<file path="config.mk">
export PLATFORM = sky130hd
export DESIGN_NAME = cache_mem_arbiter_flat
export DESIGN_NICKNAME = d
export VERILOG_FILES = /design/src/rtl/cache_mem_arbiter_if.sv /design/src/rtl/cache_mem_arbiter.sv /design/src/flat_wrapper.sv
export SDC_FILE = /design/constraint.sdc
export NUM_CORES = 1
export LEC_CHECK = 0
export ABC_AREA = 1
export CORE_AREA = 2 2 107 109
export CTS_CLUSTER_DIAMETER = 80
export CTS_CLUSTER_SIZE = 40
export DETAILED_ROUTE_END_ITERATION = 8
export DIE_AREA = 0 0 109 111
export GPL_TIMING_DRIVEN = 0
export MAX_ROUTING_LAYER = met4
export PLACE_DENSITY = 0.7
export SYNTH_ARGS = -nofsm -noshare
export SYNTH_HDL_FRONTEND = slang
export SYNTH_SLANG_ARGS = --single-unit
export TNS_END_PERCENT = 50
</file>
<file path="constraint.sdc">
create_clock -name clk -period 1.7 [get_ports clk]
set_input_delay 0.255 -clock clk [delete_from_list [all_inputs] [get_ports clk]]
set_output_delay 0.255 -clock clk [all_outputs]
set_load 0.005 [all_outputs]
</file>
<file path="src/rtl/cache_mem_arbiter_if.sv">
// rtl/cache_mem_arbiter_if.sv - cache/memory bus bundle for the line-burst arbiter
// Ports (signals): ICache refill side (i_*), DCache refill/writeback side (d_*),
// single main-memory beat port (mem_*).
// Modport master = arbiter side, modport slave = caches and memory model side.
interface cache_mem_arbiter_if #(
    parameter int LINE_WORDS = 8,
    parameter int ADDR_W     = 32,
    parameter int DATA_W     = 32
);
    localparam int BW = $clog2(LINE_WORDS);

    logic              i_req;
    logic [ADDR_W-1:0] i_addr;
    logic              i_rvalid;
    logic [DATA_W-1:0] i_rdata;
    logic              i_done;

    logic              d_req;
    logic              d_we;
    logic [ADDR_W-1:0] d_addr;
    logic [DATA_W-1:0] d_wdata;
    logic [BW-1:0]     d_wbeat;
    logic              d_rvalid;
    logic [DATA_W-1:0] d_rdata;
    logic              d_done;

    logic              mem_req;
    logic              mem_we;
    logic [ADDR_W-1:0] mem_addr;
    logic [DATA_W-1:0] mem_wdata;
    logic              mem_ready;
    logic              mem_rvalid;
    logic [DATA_W-1:0] mem_rdata;

    modport master (
        input  i_req, i_addr, d_req, d_we, d_addr, d_wdata,
        input  mem_ready, mem_rvalid, mem_rdata,
        output i_rvalid, i_rdata, i_done,
        output d_wbeat, d_rvalid, d_rdata, d_done,
        output mem_req, mem_we, mem_addr, mem_wdata
    );

    modport slave (
        output i_req, i_addr, d_req, d_we, d_addr, d_wdata,
        output mem_ready, mem_rvalid, mem_rdata,
        input  i_rvalid, i_rdata, i_done,
        input  d_wbeat, d_rvalid, d_rdata, d_done,
        input  mem_req, mem_we, mem_addr, mem_wdata
    );
endinterface

</file>
<file path="src/rtl/cache_mem_arbiter.sv">
// rtl/cache_mem_arbiter.sv - shares one memory port between ICache and DCache line bursts
// Ports: clk (core clock), CpuRst (sync active-high reset), bus (cache_mem_arbiter_if.master:
// cache requests, refill data, done pulses, memory beat port), ICacheMiss / DCacheMiss
// (stall levels for the hazard unit).
// Optional macro ARB_ROUND_ROBIN_EN: alternate the winner when both caches request at once;
// otherwise the DCache always wins.
module cache_mem_arbiter #(
    parameter int LINE_WORDS = 8,
    parameter int ADDR_W     = 32,
    parameter int DATA_W     = 32
) (
    input  logic                    clk,
    input  logic                    CpuRst,
    cache_mem_arbiter_if.master     bus,
    output logic                    ICacheMiss,
    output logic                    DCacheMiss
);
    localparam int CW  = $clog2(LINE_WORDS);
    localparam int OFF = CW + 2;

    // Counters carry one extra bit so "all beats issued" is a distinct value.
    localparam logic [CW:0] CNT_LINE = (CW+1)'(LINE_WORDS);
    localparam logic [CW:0] CNT_LAST = (CW+1)'(LINE_WORDS - 1);
    localparam logic [CW:0] CNT_ONE  = (CW+1)'(1);

    localparam logic OWNER_I = 1'b0;
    localparam logic OWNER_D = 1'b1;

    typedef enum logic [1:0] {IDLE, XFER_I, XFER_D, DONE} state_t;

    state_t                 state;
    logic                   owner;
    logic                   we_lat;
    logic [ADDR_W-OFF-1:0]  line_tag;
    logic [CW:0]            issue_cnt;
    logic [CW:0]            ret_cnt;
    logic                   i_done_r;
    logic                   d_done_r;

    logic in_xfer, rd_burst, issue, accept, grant_d;

    assign in_xfer  = (state == XFER_I) || (state == XFER_D);
    assign rd_burst = (state == XFER_I) || ((state == XFER_D) && !we_lat);
    assign issue    = in_xfer && (issue_cnt < CNT_LINE);
    assign accept   = issue && bus.mem_ready;

`ifdef ARB_ROUND_ROBIN_EN
    logic last_owner;
    // On a tie the cache that did not win last time goes first.
    assign grant_d = bus.d_req && (!bus.i_req || (last_owner == OWNER_I));
`else
    assign grant_d = bus.d_req;
`endif

    assign bus.mem_req   = issue;
    assign bus.mem_we    = (state == XFER_D) && we_lat;
    assign bus.mem_addr  = {line_tag, issue_cnt[CW-1:0], 2'b00};
    assign bus.mem_wdata = bus.d_wdata;
    assign bus.d_wbeat   = issue_cnt[CW-1:0];

    // Read data is steered to the owner in the same cycle; anything arriving
    // outside a read burst (e.g. leftovers after a reset) is dropped.
    assign bus.i_rvalid = (state == XFER_I) && bus.mem_rvalid;
    assign bus.i_rdata  = bus.i_rvalid ? bus.mem_rdata : '0;
    assign bus.d_rvalid = (state == XFER_D) && !we_lat && bus.mem_rvalid;
    assign bus.d_rdata  = bus.d_rvalid ? bus.mem_rdata : '0;
    assign bus.i_done   = i_done_r;
    assign bus.d_done   = d_done_r;

    assign ICacheMiss = bus.i_req & ~i_done_r;
    assign DCacheMiss = bus.d_req & ~d_done_r;

    logic unused_bits;
    assign unused_bits = ^{bus.i_addr[OFF-1:0], bus.d_addr[OFF-1:0]};

    always_ff @(posedge clk) begin
        if (CpuRst) begin
            state     <= IDLE;
            owner     <= OWNER_I;
            we_lat    <= 1'b0;
            line_tag  <= '0;
            issue_cnt <= '0;
            ret_cnt   <= '0;
            i_done_r  <= 1'b0;
            d_done_r  <= 1'b0;
`ifdef ARB_ROUND_ROBIN_EN
            last_owner <= OWNER_I;
`endif
        end else begin
            i_done_r <= 1'b0;
            d_done_r <= 1'b0;
            case (state)
                IDLE: begin
                    if (bus.d_req || bus.i_req) begin
                        owner    <= grant_d ? OWNER_D : OWNER_I;
                        line_tag <= grant_d ? bus.d_addr[ADDR_W-1:OFF]
                                            : bus.i_addr[ADDR_W-1:OFF];
                        we_lat   <= grant_d && bus.d_we;
                        state    <= grant_d ? XFER_D : XFER_I;
`ifdef ARB_ROUND_ROBIN_EN
                        last_owner <= grant_d ? OWNER_D : OWNER_I;
`endif
                    end
                end
                XFER_I, XFER_D: begin
                    if (accept)
                        issue_cnt <= issue_cnt + CNT_ONE;
                    if (rd_burst) begin
                        if (bus.mem_rvalid) begin
                            ret_cnt <= ret_cnt + CNT_ONE;
                            if (ret_cnt == CNT_LAST) begin
                                state    <= DONE;
                                i_done_r <= (owner == OWNER_I);
                                d_done_r <= (owner == OWNER_D);
                            end
                        end
                    end else if (accept && (issue_cnt == CNT_LAST)) begin
                        state    <= DONE;
                        d_done_r <= 1'b1;
                    end
                end
                DONE: begin
                    // No arbitration here: the finished cache still holds its
                    // request this cycle and must not be granted again.
                    issue_cnt <= '0;
                    ret_cnt   <= '0;
                    state     <= IDLE;
                end
                default: state <= IDLE;
            endcase
        end
    end
endmodule

</file>
<file path="src/flat_wrapper.sv">
// flat-port wrapper written by rule: the top's interface ports become plain ports
module cache_mem_arbiter_flat 
#(
    parameter int LINE_WORDS = 8,
    parameter int ADDR_W     = 32,
    parameter int DATA_W     = 32
)
  (clk, CpuRst, ICacheMiss, DCacheMiss, bus_i_req, bus_i_addr, bus_d_req, bus_d_we, bus_d_addr, bus_d_wdata, bus_mem_ready, bus_mem_rvalid, bus_mem_rdata, bus_i_rvalid, bus_i_rdata, bus_i_done, bus_d_wbeat, bus_d_rvalid, bus_d_rdata, bus_d_done, bus_mem_req, bus_mem_we, bus_mem_addr, bus_mem_wdata);
  cache_mem_arbiter_if #(.LINE_WORDS(LINE_WORDS), .ADDR_W(ADDR_W), .DATA_W(DATA_W)) bus_i ();
  input  logic clk;
  input  logic CpuRst;
  output logic ICacheMiss;
  output logic DCacheMiss;
  input wire logic [$bits(bus_i.i_req)-1:0] bus_i_req;
  input wire logic [$bits(bus_i.i_addr)-1:0] bus_i_addr;
  input wire logic [$bits(bus_i.d_req)-1:0] bus_d_req;
  input wire logic [$bits(bus_i.d_we)-1:0] bus_d_we;
  input wire logic [$bits(bus_i.d_addr)-1:0] bus_d_addr;
  input wire logic [$bits(bus_i.d_wdata)-1:0] bus_d_wdata;
  input wire logic [$bits(bus_i.mem_ready)-1:0] bus_mem_ready;
  input wire logic [$bits(bus_i.mem_rvalid)-1:0] bus_mem_rvalid;
  input wire logic [$bits(bus_i.mem_rdata)-1:0] bus_mem_rdata;
  output wire logic [$bits(bus_i.i_rvalid)-1:0] bus_i_rvalid;
  output wire logic [$bits(bus_i.i_rdata)-1:0] bus_i_rdata;
  output wire logic [$bits(bus_i.i_done)-1:0] bus_i_done;
  output wire logic [$bits(bus_i.d_wbeat)-1:0] bus_d_wbeat;
  output wire logic [$bits(bus_i.d_rvalid)-1:0] bus_d_rvalid;
  output wire logic [$bits(bus_i.d_rdata)-1:0] bus_d_rdata;
  output wire logic [$bits(bus_i.d_done)-1:0] bus_d_done;
  output wire logic [$bits(bus_i.mem_req)-1:0] bus_mem_req;
  output wire logic [$bits(bus_i.mem_we)-1:0] bus_mem_we;
  output wire logic [$bits(bus_i.mem_addr)-1:0] bus_mem_addr;
  output wire logic [$bits(bus_i.mem_wdata)-1:0] bus_mem_wdata;
  assign bus_i.i_req = bus_i_req;
  assign bus_i.i_addr = bus_i_addr;
  assign bus_i.d_req = bus_d_req;
  assign bus_i.d_we = bus_d_we;
  assign bus_i.d_addr = bus_d_addr;
  assign bus_i.d_wdata = bus_d_wdata;
  assign bus_i.mem_ready = bus_mem_ready;
  assign bus_i.mem_rvalid = bus_mem_rvalid;
  assign bus_i.mem_rdata = bus_mem_rdata;
  assign bus_i_rvalid = bus_i.i_rvalid;
  assign bus_i_rdata = bus_i.i_rdata;
  assign bus_i_done = bus_i.i_done;
  assign bus_d_wbeat = bus_i.d_wbeat;
  assign bus_d_rvalid = bus_i.d_rvalid;
  assign bus_d_rdata = bus_i.d_rdata;
  assign bus_d_done = bus_i.d_done;
  assign bus_mem_req = bus_i.mem_req;
  assign bus_mem_we = bus_i.mem_we;
  assign bus_mem_addr = bus_i.mem_addr;
  assign bus_mem_wdata = bus_i.mem_wdata;
  cache_mem_arbiter #(.LINE_WORDS(LINE_WORDS), .ADDR_W(ADDR_W), .DATA_W(DATA_W)) u_core (.clk(clk), .CpuRst(CpuRst), .bus(bus_i), .ICacheMiss(ICacheMiss), .DCacheMiss(DCacheMiss));
endmodule
</file>
; Word-level counts from Yosys, hierarchy flattened
; Index checks and enable logic that the tools add are counted.
[op_classes]
n_lt_le_gt_ge = 1
mux = 20
reduce_logical = 21
n_addsub = 2
bitwise_logic = 9
n_eq_ne = 12
[ops]
columns = op, count
row1 = 2-to-1 mux 32 bit, 2
row2 = 2-to-1 mux 27 bit, 1
row3 = one-hot mux 4 bit (2 select lines), 2
row4 = 2-to-1 mux 2 bit, 6
row5 = 2-to-1 mux 4 bit, 3
row6 = "adder 4 x 1 -> 4 bit, second input constant", 2
row7 = "== test 4 x 3 -> 1 bit, second input constant", 2
row8 = logical AND 1 bit, 8
row9 = inverter 1 bit, 7
row10 = "inequality test 2 x 1 -> 1 bit, second input constant", 3
row11 = "inequality test 3 bit, second input constant", 2
row12 = one-hot mux 2 bit (3 select lines), 1
row13 = 2-to-1 mux 1 bit, 5
row14 = OR reduction 5 bit, 1
row15 = "== test 2 bit, second input constant", 2
row16 = "less-than comparator 4 bit, second input constant", 1
row17 = AND reduction 2 bit, 2
row18 = AND reduction 4 bit, 1
row19 = OR reduction 2 bit, 2
row20 = logical OR 1 bit, 3
row21 = "inequality test 3 x 1 -> 1 bit, second input constant", 1
row22 = AND reduction 3 bit, 1
row23 = AND 1 bit, 2
row24 = "== test 2 x 1 -> 1 bit, second input constant", 1
row25 = other kinds (4), 4
[word_totals]
ff_bits = 41

; Depth between registers and ports, before layout
; Gate-level depths: netlist of the first run.
[logic_depth]
ltp_word = 8
depth_mapped = 10
depth_no_buf = 10

; Least setup slack after synthesis of the first run
; Ideal clock, no wire load.
[synth_timing]
path_kind = reg2reg
startpoint = register u_core.state[0]
endpoint = register u_core.state[0]
arrival_ns = 1.370
path_buffers = 0
path_stages_with_launch = 9
setup_time_ns = 0.115
period_less_slack_ns = 1.485
required_ns = 1.585
setup_slack_ns = 0.215
cell_sequence = dfxtp_1 inv_1 ha_1 inv_2 nor2_1 a21oi_1 nand3_1 nand2_1 nor2_1
[synth_between]
elab_chain_cells = 7
[synth_rtl]
columns = item, line
row1 = "start, declared", cache_mem_arbiter.sv:31  ; state_t state;
row2 = "start signal, assigned", cache_mem_arbiter.sv:99  ; state <= grant_d ? XFER_D : XFER_I;
row3 = == test 2 x 1 -> 1 bit / == test 2 bit (equally long branches), "cache_mem_arbiter.sv:42, cache_mem_arbiter.sv:43, cache_mem_arbiter.sv:92"
row4 = logical OR 1 bit, cache_mem_arbiter.sv:42  ; assign in_xfer = (state == XFER_I) || (state == XFER_D);
row5 = logical AND 1 bit, cache_mem_arbiter.sv:44  ; assign issue = in_xfer && (issue_cnt < CNT_LINE);
row6 = logical AND 1 bit, cache_mem_arbiter.sv:45  ; assign accept = issue && bus.mem_ready;
row7 = logical AND 1 bit, cache_mem_arbiter.sv:117  ; end else if (accept && (issue_cnt == CNT_LAST)) begin
row8 = inequality test 3 x 1 -> 1 bit (no source line), n/a
row9 = AND reduction 4 bit (no source line), n/a
; Parallel ways exist; a longest one is shown, timed or not.
; A chain may end at the register's enable or synchronous reset.

; Worst setup path in the final report of the first run
[layout_timing]
startpoint = register u_core.state[0]
endpoint = output port bus_d_rdata[24]
[layout_between]
elab_chain_cells = 4
[layout_rtl]
columns = item, line
row1 = == test 2 bit, cache_mem_arbiter.sv:65  ; assign bus.d_rvalid = (state == XFER_D) && !we_lat && bus.mem_rvalid;
row2 = logical AND 1 bit (2 in series), cache_mem_arbiter.sv:65
row3 = 2-to-1 mux 32 bit, cache_mem_arbiter.sv:66  ; assign bus.d_rdata = bus.d_rvalid ? bus.mem_rdata : '0;
row4 = "end, declared", flat_wrapper.sv:28  ; output wire logic [$bits(bus_i.d_rdata)-1:0] bus_d_rdata;
; Every way passes these cells.

==> impl_metrics.prom, run 1 <==
# TYPE chip_impl_metric gauge
chip_impl_metric{name="clock_sinks",unit=""} 41
chip_impl_metric{name="yosysSeqAreaShare",unit=""} 0.307
chip_impl_metric{name="yosysTopAreaCellShare",unit=""} 0.307
chip_impl_metric{name="cp.arrival",unit="ns"} 1.62
chip_impl_info{name="slowest_stage",value="dfxtp_4"} 1
chip_impl_metric{name="gp_congestion",unit=""} 0.785
chip_impl_info{name="yosys-top-cells-area",value="dfxtp_1 31%, buf_4 11%, nor2_1 11%"} 1
chip_impl_metric{name="via_count_of_the_first_global_routing_pass",unit=""} 3640
chip_impl_metric{name="yosysWarningCount",unit=""} 0
chip_impl_metric{name="report.final.hold_viol_count",unit=""} 0
chip_impl_info{name="crit_family",value="buffers and inverters"} 1
chip_impl_metric{name="ratio_of_total_power_to_cell_area",unit="mW/mm2"} 957
chip_impl_metric{name="worst_path_largest_cell_delay",unit="ns"} 0.37
chip_impl_metric{name="routed-via-count",unit=""} 3708
chip_impl_info{name="failed_checks",value="setup timing"} 1
chip_impl_metric{name="core_region_area",unit="mm2"} 0.0111
chip_impl_metric{name="grt_use_total",unit=""} 0.188
chip_impl_metric{name="cts.clk_slew.worst_paths",unit="ns"} 0.06
chip_impl_metric{name="cts_inserted_buffers",unit=""} 5
chip_impl_metric{name="grt_first_pass_wirelength",unit="mm"} 17.4
chip_impl_metric{name="final-setup-viol-count",unit=""} 43
chip_impl_metric{name="syn_area",unit="mm2"} 0.00267
chip_impl_metric{name="grt_overflow",unit=""} 0
chip_impl_info{name="worstSetupEndpointType",value="output port"} 1
chip_impl_metric{name="postSynthCellCount",unit=""} 407
chip_impl_metric{name="io_pins",unit=""} 274
chip_impl_metric{name="worst_slack",unit="ns"} -0.173
chip_impl_metric{name="synth_edf_count",unit=""} 0
chip_impl_metric{name="floorplan_row_count",unit=""} 39
chip_impl_metric{name="max_clock_freq",unit="MHz"} 534
chip_impl_info{name="layout_commonest_cell",value="clkdlybuf4s50_1"} 1
chip_impl_metric{name="cts_htree_levels",unit=""} 2
chip_impl_metric{name="critPathBufInv",unit=""} 5
chip_impl_info{name="crit_chain",value="inv_4 > ha_4 > nand3_4 > buf_12 > buf_8 > buf_6 > nor2_2 > buf_2"} 1
chip_impl_info{name="worst_setup_path_start_kind",value="register"} 1
chip_impl_metric{name="min_period",unit="ns"} 1.87
chip_impl_metric{name="drt_iter0_drc",unit=""} 205
chip_impl_metric{name="post_route_cells_drive_above_1_share",unit=""} 0.355
chip_impl_metric{name="dieArea",unit="mm2"} 0.0121
chip_impl_metric{name="floorplan.initialDensity",unit=""} 0.241
chip_impl_metric{name="grt_start_max_net_pins",unit=""} 20
chip_impl_metric{name="drt_pass1_iterations",unit=""} 4
chip_impl_metric{name="total_leakage_power",unit="uW"} 0.00282
chip_impl_info{name="run_status",value="finished, violations left"} 1
chip_impl_metric{name="cp_max_fo",unit=""} 5
chip_impl_metric{name="cp_data_required_time",unit="ns"} 1.44
chip_impl_metric{name="syn_avg_cell_area",unit="um2"} 6.57
chip_impl_metric{name="die_h",unit="um"} 111
chip_impl_info{name="cts_tree",value="built"} 1
chip_impl_metric{name="synth.distinct_cells",unit=""} 28
chip_impl_metric{name="clock_latency",unit="ns"} 0.29
chip_impl_metric{name="dp.final_hpwl",unit="mm"} 8.92
chip_impl_metric{name="finalNetCount",unit=""} 832
chip_impl_metric{name="async_flop_share",unit=""} 0
chip_impl_metric{name="max_cap_violations",unit=""} 0
chip_impl_metric{name="area_delta_synth_final",unit="%"} 121
chip_impl_metric{name="max-clock-path-buffers",unit=""} 2
chip_impl_metric{name="die_width",unit="um"} 109
chip_impl_metric{name="drv_slew",unit=""} 0
chip_impl_info{name="yosysTopAreaCell",value="dfxtp_1"} 1
chip_impl_info{name="layout.cells.most_common_list",value="157 x clkdlybuf4s50_1, 69 x nand2_1, 66 x buf_2, 56 x buf_4, 47 x inv_1"} 1
chip_impl_info{name="timing.hold.worst.class",value="primary input to register"} 1
chip_impl_metric{name="fin_skew",unit="ns"} 0.00741
chip_impl_metric{name="irDropWorstVdd",unit="mV"} 0.501
chip_impl_info{name="path_class",value="register to output port"} 1
chip_impl_metric{name="whs",unit="ns"} 0.258
chip_impl_info{name="setup_repair_after_global_routing_missed_its_margin",value="true"} 1
chip_impl_metric{name="ctsHoldBuffers",unit=""} 0
chip_impl_metric{name="postRouteAntennaNets",unit=""} 0
chip_impl_info{name="synthFlopType",value="dfxtp_1"} 1
chip_impl_metric{name="post_drt_via_cell_ratio",unit=""} 4.41
chip_impl_metric{name="antenna_found_initial",unit=""} 5
chip_impl_metric{name="layout_worst_path_cycle_share",unit=""} 1.10
chip_impl_metric{name="drc",unit=""} 0
chip_impl_metric{name="final_core_utilization",unit=""} 0.534
chip_impl_metric{name="routedWlPerCell",unit="um"} 14.5
chip_impl_info{name="cts_root_buf",value="clkbuf_16"} 1
chip_impl_metric{name="port_buffers",unit=""} 228
chip_impl_metric{name="postSynthRegisterBits",unit=""} 41
chip_impl_metric{name="route.final.wire_length",unit="mm"} 12.2
-- per-layer routing --
| metal | global-route usage | vias up | routed length (um) |
|---|---|---|---|
| met1 | 0.176 | 1683 | 4280 |
| met4 | 0.0709 | 0 | 301 |
| met3 | 0.0441 | 18 | 1020 |
| met2 | 0.361 | 186 | 6570 |
| li1 | - | 1821 | - |
| met5 | - | - | 0 |
-- layout make-up --
type / instances / area, um2
Buffer: 57 / 440
Inverter: 52 / 203
Tap cell: 143 / 179
Timing Repair Buffer: 279 / 2560
Multi-Input combinational cell: 255 / 1530
Clock inverter: 3 / 43.8
Antenna cell: 5 / 12.5
Fill cell: 1023 / 5160
Sequential cell: 41 / 828
Clock buffer: 5 / 125
-- state kept, by name, indices dropped and copies added, names as in the netlist --
| name | count |
|---|---|
| u_core.bus.d_done | 1 |
| u_core.bus.i_done | 1 |
| u_core.owner | 1 |
| u_core.state | 2 |
| u_core.line_tag | 27 |
| u_core.issue_cnt | 4 |
| u_core.ret_cnt | 4 |
| u_core.we_lat | 1 |
-- power breakdown --
group | internal, uW | switching (uW) | total (uW)
sequential | 1200 | 159 | 1360
combinational | 1780 | 1420 | 3210
clock | 695 | 403 | 1100
total | 3680 | 1980 | 5670
-- kinds of logic after synthesis --
| family | Yosys count | share of synthesized area |
|---|---|---|
| and+or+nand+nor | 173 | 0.280 |
| buffers and inverters | 113 | 0.229 |
| AOI/OAI and AO/OA | 73 | 0.155 |
| DFF | 41 | 0.307 |
| adders and majority gates | 6 | 0.0281 |
| other | 1 | 0.00140 |
-- metrics by stage --
step           std cells  setup WS [ns]  total power [uW]  cell area (um2)  TNS, ns
2_1_floorplan        408          0.215              2510             2680        0
3_3_place_gp         779         -0.565              3800             5140   -29.45
3_5_place_dp         779         -0.578              3840             5140   -30.72
4_1_cts              830         -0.212              5480             5690    -4.60
5_1_grt              840         -0.234              6000             5920    -6.75
6_report             840         -0.173              5670             5920    -3.65
-- worst paths after layout --
path | cells past startpoint | end | start | slack (ns)
worst max-delay path | 8 | bus_d_rdata[24] | u_core.state[0] | -0.17
worst min-delay path | 2 | u_core.ret_cnt[0] | CpuRst | 0.26
worst max register to register | 11 | u_core.ret_cnt[0] | u_core.state[1] | 0.07
worst min register to register | 1 | u_core.bus.i_done | u_core.owner | 0.47
-- synth_stat cells (3+ instances only) --
cell type and n:
nor2_1 75, nand2_1 69, inv_1 50, dfxtp_1 41, buf_4 40, a31oi_1 28
o21ai_1 24, a21oi_1 13, nand3_1 13, buf_2 11, clkbuf_1 6, ha_1 6
nand2_2 5, o21ai_0 5, nand2_4 4, buf_6 3
-- repair_timing --
action	4_1_cts	5_1_grt
pin swaps	16	12
buffers inserted	37	9
gates cloned	7	0
endpoints found under the hold margin	0	0
setup endpoints to repair	70	65
gates resized for setup	342	68
Note: power is estimated with default switching activity, not from simulation.
==> run 2: changes to the inputs <==
SLEW_MARGIN = 15   (was not set)
==> results of run 2 <==
Final layout, timing and power as in run 1 (identical DEF).
